==> src/rtl/fft_pkg.sv <==
// Shared helpers for the FFT bit-reversal reorder buffer.
//   fft_addr_w  : address width (log2) for a power-of-two frame length
//   fft_bitrev  : reverses the low w bits of an index
//   FFT_ADDR_W  : address width for the default 16-point frame
package fft_pkg;

  localparam int unsigned FFT_N_POINTS_DEF = 16;

  // A 2-point frame still needs one address bit.
  function automatic int unsigned fft_addr_w(input int unsigned n);
    return (n <= 2) ? 1 : $clog2(n);
  endfunction

  localparam int unsigned FFT_ADDR_W = fft_addr_w(FFT_N_POINTS_DEF);

  // Bit-reverse the low w bits of idx; upper bits of the result are zero.
  function automatic logic [31:0] fft_bitrev(input logic [31:0] idx,
                                             input int unsigned w);
    logic [31:0] r;
    r = '0;
    for (int unsigned i = 0; i < 32; i++) begin
      if (i < w) begin
        r[5'(w - 1 - i)] = idx[5'(i)];
      end
    end
    return r;
  endfunction

endpackage

==> src/rtl/fft_reorder_bank.sv <==
// One ping-pong bank: DEPTH x WIDTH storage, one write port, one
// asynchronous read port. All entries clear on reset.
//   clk_i, rst_ni   : clock, async active-low reset
//   we_i            : write enable
//   waddr_i/wdata_i : write address and data
//   raddr_i         : read address
//   rdata_c_o       : combinational read data
module fft_reorder_bank
  import fft_pkg::*;
#(
  parameter int unsigned AW    = FFT_ADDR_W,
  parameter int unsigned DEPTH = 16,
  parameter int unsigned WIDTH = 32
) (
  input  logic             clk_i,
  input  logic             rst_ni,
  input  logic             we_i,
  input  logic [AW-1:0]    waddr_i,
  input  logic [WIDTH-1:0] wdata_i,
  input  logic [AW-1:0]    raddr_i,
  output logic [WIDTH-1:0] rdata_c_o
);

  logic [WIDTH-1:0] mem_q [DEPTH];

  // Storage with full clear on reset so a reset frame reads back as zero.
  always_ff @(posedge clk_i or negedge rst_ni) begin
    if (!rst_ni) begin
      mem_q <= '{default: '0};
    end else if (we_i) begin
      mem_q[waddr_i] <= wdata_i;
    end
  end

  assign rdata_c_o = mem_q[raddr_i];

endmodule

==> src/rtl/fft_bitrev_reorder.sv <==
// Reorders FFT output samples from bit-reversed to natural order using two
// ping-pong banks. Input sample k of a frame is written at bitrev(k); the
// read side walks addresses 0..N_POINTS-1 linearly.
//   clk, rst              : clock, async active-low reset
//   in_valid/in_ready     : input handshake; in_re/in_im sample parts
//   out_valid/out_ready   : output handshake; out_re/out_im sample parts
//   out_last              : marks the final sample of a frame
//   err                   : sticky overflow flag, present only when the
//                           FFT_REORDER_ERR_EN macro is defined
module fft_bitrev_reorder
  import fft_pkg::*;
#(
  parameter int unsigned DATA_WIDTH = 16,
  parameter int unsigned N_POINTS   = 16
) (
  input  logic                  clk,
  input  logic                  rst,
  input  logic                  in_valid,
  output logic                  in_ready,
  input  logic [DATA_WIDTH-1:0] in_re,
  input  logic [DATA_WIDTH-1:0] in_im,
  output logic                  out_valid,
  input  logic                  out_ready,
  output logic [DATA_WIDTH-1:0] out_re,
  output logic [DATA_WIDTH-1:0] out_im,
  output logic                  out_last
`ifdef FFT_REORDER_ERR_EN
  ,
  output logic                  err
`endif
);

  localparam int unsigned AW = fft_addr_w(N_POINTS);
  localparam int unsigned SW = 2 * DATA_WIDTH;
  localparam logic [AW-1:0] LAST_IDX = AW'(N_POINTS - 1);

  logic [AW-1:0] wr_idx_q, wr_idx_d;
  logic [AW-1:0] rd_idx_q, rd_idx_d;
  logic          wr_bank_q, wr_bank_d;
  logic          rd_bank_q, rd_bank_d;
  logic [1:0]    full_q, full_d;

  logic          accept_c;
  logic          xfer_c;
  logic [AW-1:0] wr_addr_c;
  logic [SW-1:0] wdata_c;
  logic [SW-1:0] rdata0_c, rdata1_c, rd_word_c;

  // Handshake decode straight from the bank flags.
  assign in_ready  = ~full_q[wr_bank_q];
  assign out_valid = full_q[rd_bank_q];
  assign accept_c  = in_valid & in_ready;
  assign xfer_c    = out_valid & out_ready;
  assign out_last  = out_valid & (rd_idx_q == LAST_IDX);

  assign wr_addr_c = AW'(fft_bitrev(32'(wr_idx_q), AW));
  assign wdata_c   = {in_re, in_im};

  // Pointer, bank-select and full-flag next state. A bank being written is
  // never full and a bank being read always is, so the set and the clear
  // below always hit different flags and both survive the same edge.
  always_comb begin
    wr_idx_d  = wr_idx_q;
    rd_idx_d  = rd_idx_q;
    wr_bank_d = wr_bank_q;
    rd_bank_d = rd_bank_q;
    full_d    = full_q;

    if (accept_c) begin
      if (wr_idx_q == LAST_IDX) begin
        wr_idx_d          = '0;
        wr_bank_d         = ~wr_bank_q;
        full_d[wr_bank_q] = 1'b1;
      end else begin
        wr_idx_d = wr_idx_q + AW'(1);
      end
    end

    if (xfer_c) begin
      if (rd_idx_q == LAST_IDX) begin
        rd_idx_d          = '0;
        rd_bank_d         = ~rd_bank_q;
        full_d[rd_bank_q] = 1'b0;
      end else begin
        rd_idx_d = rd_idx_q + AW'(1);
      end
    end
  end

  // Control state register.
  always_ff @(posedge clk or negedge rst) begin
    if (!rst) begin
      wr_idx_q  <= '0;
      rd_idx_q  <= '0;
      wr_bank_q <= 1'b0;
      rd_bank_q <= 1'b0;
      full_q    <= '0;
    end else begin
      wr_idx_q  <= wr_idx_d;
      rd_idx_q  <= rd_idx_d;
      wr_bank_q <= wr_bank_d;
      rd_bank_q <= rd_bank_d;
      full_q    <= full_d;
    end
  end

  fft_reorder_bank #(
    .AW    (AW),
    .DEPTH (N_POINTS),
    .WIDTH (SW)
  ) u_bank0 (
    .clk_i     (clk),
    .rst_ni    (rst),
    .we_i      (accept_c & ~wr_bank_q),
    .waddr_i   (wr_addr_c),
    .wdata_i   (wdata_c),
    .raddr_i   (rd_idx_q),
    .rdata_c_o (rdata0_c)
  );

  fft_reorder_bank #(
    .AW    (AW),
    .DEPTH (N_POINTS),
    .WIDTH (SW)
  ) u_bank1 (
    .clk_i     (clk),
    .rst_ni    (rst),
    .we_i      (accept_c & wr_bank_q),
    .waddr_i   (wr_addr_c),
    .wdata_i   (wdata_c),
    .raddr_i   (rd_idx_q),
    .rdata_c_o (rdata1_c)
  );

  assign rd_word_c = rd_bank_q ? rdata1_c : rdata0_c;
  assign out_re    = rd_word_c[SW-1:DATA_WIDTH];
  assign out_im    = rd_word_c[DATA_WIDTH-1:0];

`ifdef FFT_REORDER_ERR_EN
  logic err_q;

  // Sticky overflow: a sample offered while the write bank is still full.
  always_ff @(posedge clk or negedge rst) begin
    if (!rst) begin
      err_q <= 1'b0;
    end else if (in_valid && !in_ready) begin
      err_q <= 1'b1;
    end
  end

  assign err = err_q;
`endif

endmodule

==> config.mk <==
export PLATFORM = sky130hd
export DESIGN_NAME = fft_bitrev_reorder
export DESIGN_NICKNAME = d
export VERILOG_FILES = /design/src/rtl/fft_pkg.sv /design/src/rtl/fft_reorder_bank.sv /design/src/rtl/fft_bitrev_reorder.sv
export SDC_FILE = /design/constraint.sdc
export NUM_CORES = 2
export LEC_CHECK = 0
export CAP_MARGIN = 10
export CORE_ASPECT_RATIO = 1.75
export CORE_MARGIN = 10
export CORE_UTILIZATION = 55
export DETAILED_ROUTE_END_ITERATION = 12
export GPL_TIMING_DRIVEN = 0
export MAX_ROUTING_LAYER = met4
export PLACE_DENSITY = 0.71
export SLEW_MARGIN = 10
export SYNTH_ARGS = -nofsm -noshare
export SYNTH_HDL_FRONTEND = slang
export SYNTH_SLANG_ARGS = --single-unit
==> constraint.sdc <==
create_clock -name clk -period 5.05 [get_ports clk]
set_input_delay 0.7575 -clock clk [delete_from_list [all_inputs] [get_ports clk]]
set_output_delay 0.7575 -clock clk [all_outputs]
set_load 0.05 [all_outputs]
==> summary.txt <==
First-pass GRT wire length: 205000 µm
Fin Setup TNS: 0 ps
Sequential share of power: 39.9%
Rows: 142
Worst vdd ir: 0.932 mV
Die area: 98600 µm²
Synth Instances: 3346
Die height: 408 µm
Sw Pwr: 11.9 mW
Largest net degree at the start of global routing: 163
Yosys cell types: 44
DR WL/cell: 29.2 µm
Synth Area per Inst: 14.1 µm²
Seq cells post-synth: 1036
Clock Path Buffers: 3
Slew margin rel.: 24.8%
Type of the most critical hold path: flop to flop
Clock Power Share: 23.2%
Syn Nets: 3387
Initial Utilization: 55.4%
Max cap viols: 0
GRT Util Overall: 28.7%
Critical Path Start Type: flop
Placed cell count: 4577
WS Path Type: flop to output pin
Total number of vias: 29361
Core Util, Final: 62.1%
Synthesized cell area: 47300 µm²
Share of layout cells above drive strength 1: 36.3%
Syn. warnings: 0
DRT Pass-1 Iters: 5
Syn-to-layout area delta: 12.2%
Register-to-Register Path Depth: 6
H-Tree Depth: 3
Core area: 85500 µm²
Initial antenna violation count: 6
CTS tree: built
Final period utilization: 99.7%
Clock slew at reported path FFs: 70 ps
Final net count: 3564
CTS root buf: clkbuf_16
Achievable frequency: 199 MHz
Combinational power share: 36.9%
Slew Viols, Final: 0
Clk_lat worst skew: 710 ps
Drt via density: 6.17
CTS sink cnt: 1036
Final setup fails: 0
Power Density: 631 nW/µm²
Worst-Margin Slew: 1120 ps
Layout Cells excl Fill: 4758
Outcome: complete, no violations
Final Critical Period: 5030 ps
Final hold violation count: 0
Port-buffer cells: 70
Io pins: 71
Pleak: 25.2 nW
Die width: 242 µm
Sequential area share after synthesis: 54.8%
Final WL: 139000 µm
Critical Path AT: 4280 ps
Vias in the first global route: 32090
Total CTS buffers: 95
Hold Path Cell Cnt: 1
Clock Skews: 40.9 ps
DR DRC count: 0
Post-DP HPWL: 102000 µm
Crit end category: output pin
Final ANT Viol Nets: 0
First-iteration detailed-routing DRC count: 2130
Switching fraction of total power: 35.6%
Filler instances: 6606
Internal power: 21.6 mW
GP Congestion: 0.918
Critical path fanouts, max: 10
GRT overflow: 0
WP data required: 4290 ps
RSZ-0062 raised after global routing: no
==> layer usage <==
layer	wire (µm)	global-route usage, %	share of wire [%]	up-vias
li1	-	-	-	12609
met1	50100	29.5	36	15547
met2	72800	50.0	52	846
met3	6030	4.55	4.3	359
met4	10100	19.1	7.2	0
met5	0	-	0	-
==> worst paths after layout <==
path / from / end / slack (ps)
worst min-delay path: u_bank0.mem_q[19]$_DFFE_PN0P_ / u_bank0.mem_q[19]$_DFFE_PN0P_ / 490
worst max register to register: wr_idx_q[0]$_DFFE_PN0N_ / u_bank1.mem_q[364]$_DFFE_PN0P_ / 2420
max in group asynchronous: rst / u_bank0.mem_q[51]$_DFFE_PN0P_ / 2060
worst max-delay path: rd_idx_q[1]$_DFFE_PN0P_ / out_re[7] / 20
min in group asynchronous: rst / u_bank0.mem_q[218]$_DFFE_PN0P_ / 580
worst min register to register: u_bank0.mem_q[19]$_DFFE_PN0P_ / u_bank0.mem_q[19]$_DFFE_PN0P_ / 490
==> placed cells by master, fill, tap and decap left out, types with 6 or more instances in the layout <==
master           instances
a22oi_1                256
buf_16                   7
buf_2                  141
buf_4                   33
bufinv_16               12
clkbuf_1               162
clkbuf_16              100
clkbuf_8                22
clkdlybuf4s50_1         64
clkinv_2                13
dfrtp_1               1036
mux2_1                  93
mux2_2                 934
mux2i_1                513
nand2_1                 18
nand3_1                  6
nand4_1                 64
nor2_1                  34
nor2_2                  11
==> cell usage after synthesis <==
cell,n,area [µm²]
nand2_2,4,25.0
nor3_2,2,20.0
and2_1,4,25.0
nand2_1,18,67.6
buf_2,148,741
o32a_1,1,10.0
a21oi_1,1,5.00
nand4_1,64,400
nor3_1,1,5.00
buf_4,28,210
buf_6,1,11.3
dfrtp_1,1036,25900
o41ai_1,1,8.76
and4bb_2,1,12.5
a22oi_1,256,1920
xnor2_1,2,17.5
o21ai_0,3,15.0
mux2_1,93,1050
nor4_4,1,21.3
nor3b_2,1,12.5
nor2_1,34,128
and4b_1,4,40.0
nand3_1,6,30.0
and4_1,1,8.76
nor4b_2,4,60.1
a21o_1,3,22.5
nor2_4,1,11.3
mux2_2,934,10500
ha_1,5,62.6
a2bb2oi_1,1,8.76
clkbuf_1,141,529
mux2i_1,513,5130
nor2b_1,3,18.8
nor3_4,2,32.5
and3b_2,1,10.0
o31ai_1,1,7.51
and3_1,1,6.26
nor4bb_1,5,50.1
nand2b_1,2,12.5
nand3_2,3,30.0
nor2_2,11,68.8
and2_2,1,7.51
xor2_1,1,8.76
inv_1,2,7.51
==> area by class of cell <==
cell class | instances | area [µm²] | area share, %
flip-flops and latches | 1036 | 25900 | 48.8
multi-input cells | 1990 | 19900 | 37.5
diodes | 5 | 12.5 | 0.0236
well taps | 1152 | 1440 | 2.71
inverters | 2 | 7.51 | 0.0141
plain buffers | 318 | 1510 | 2.84
clock buffers | 143 | 2880 | 5.43
clock inverters | 32 | 488 | 0.919
repair buffers | 80 | 933 | 1.76
==> what timing repair did <==
| item | CTS | global route |
|---|---|---|
| gates resized for setup | 9 | 3 |
| hold buffers | 1 | 0 |
| hold endpoints to repair | 6 | 0 |
| pin swaps | 0 | 0 |
| endpoints found under the setup margin | 10 | 2 |
| buffers inserted | 0 | 0 |
==> power groups by stage <==
stage | Combinational (mW) | Sequential [mW] | Clock [mW]
2_1_floorplan | 8.60 | 12.8 | 0
3_3_place_gp | 11.9 | 13.3 | 0
3_5_place_dp | 12.4 | 13.4 | 0
4_1_cts | 12.4 | 13.3 | 7.87
5_1_grt | 13.0 | 13.7 | 8.18
6_report | 12.4 | 13.4 | 7.78
==> metrics by stage <==
| step | total power, mW | hold slack (ps) | setup slack [ps] | area (µm²) |
|---|---|---|---|---|
| after CTS | 33.6 | 489 | 0.216 | 53100 |
| after floorplan | 21.4 | 457 | 2250 | 47300 |
| after detailed placement | 25.8 | 474 | 331 | 49700 |
| after global routing | 34.9 | 499 | 6.36 | 53100 |
| final | 33.5 | 487 | 17.3 | 53100 |
| after global placement | 25.3 | 467 | -39610 | 49500 |
==> critical path: stages, from the launching register on <==
cell	delay, ps
dfrtp_1	370
buf_2	380
buf_2	480
buf_2	420
mux2i_1	130
a22oi_1	220
nand4_1	390
nor2_1	300
clkdlybuf4s50_1	870
==> cells by family after synthesis <==
kind of cell | count (synthesis) | synth area share [%]
mux | 1540 | 35.3
compound gates | 267 | 4.23
fa+ha+maj | 5 | 0.132
simple gates | 175 | 2.33
buf+inv | 320 | 3.17
xor+xnor | 3 | 0.0555
flops | 1036 | 54.8
==> registers in the layout, summed over array words and instances, names as in the netlist <==
register       flops
full_q             2
rd_bank_q          1
rd_idx_q           4
u_bank0.mem_q    512
u_bank1.mem_q    512
wr_bank_q          1
wr_idx_q           4
No activity file was read; power rests on OpenSTA's default activity.
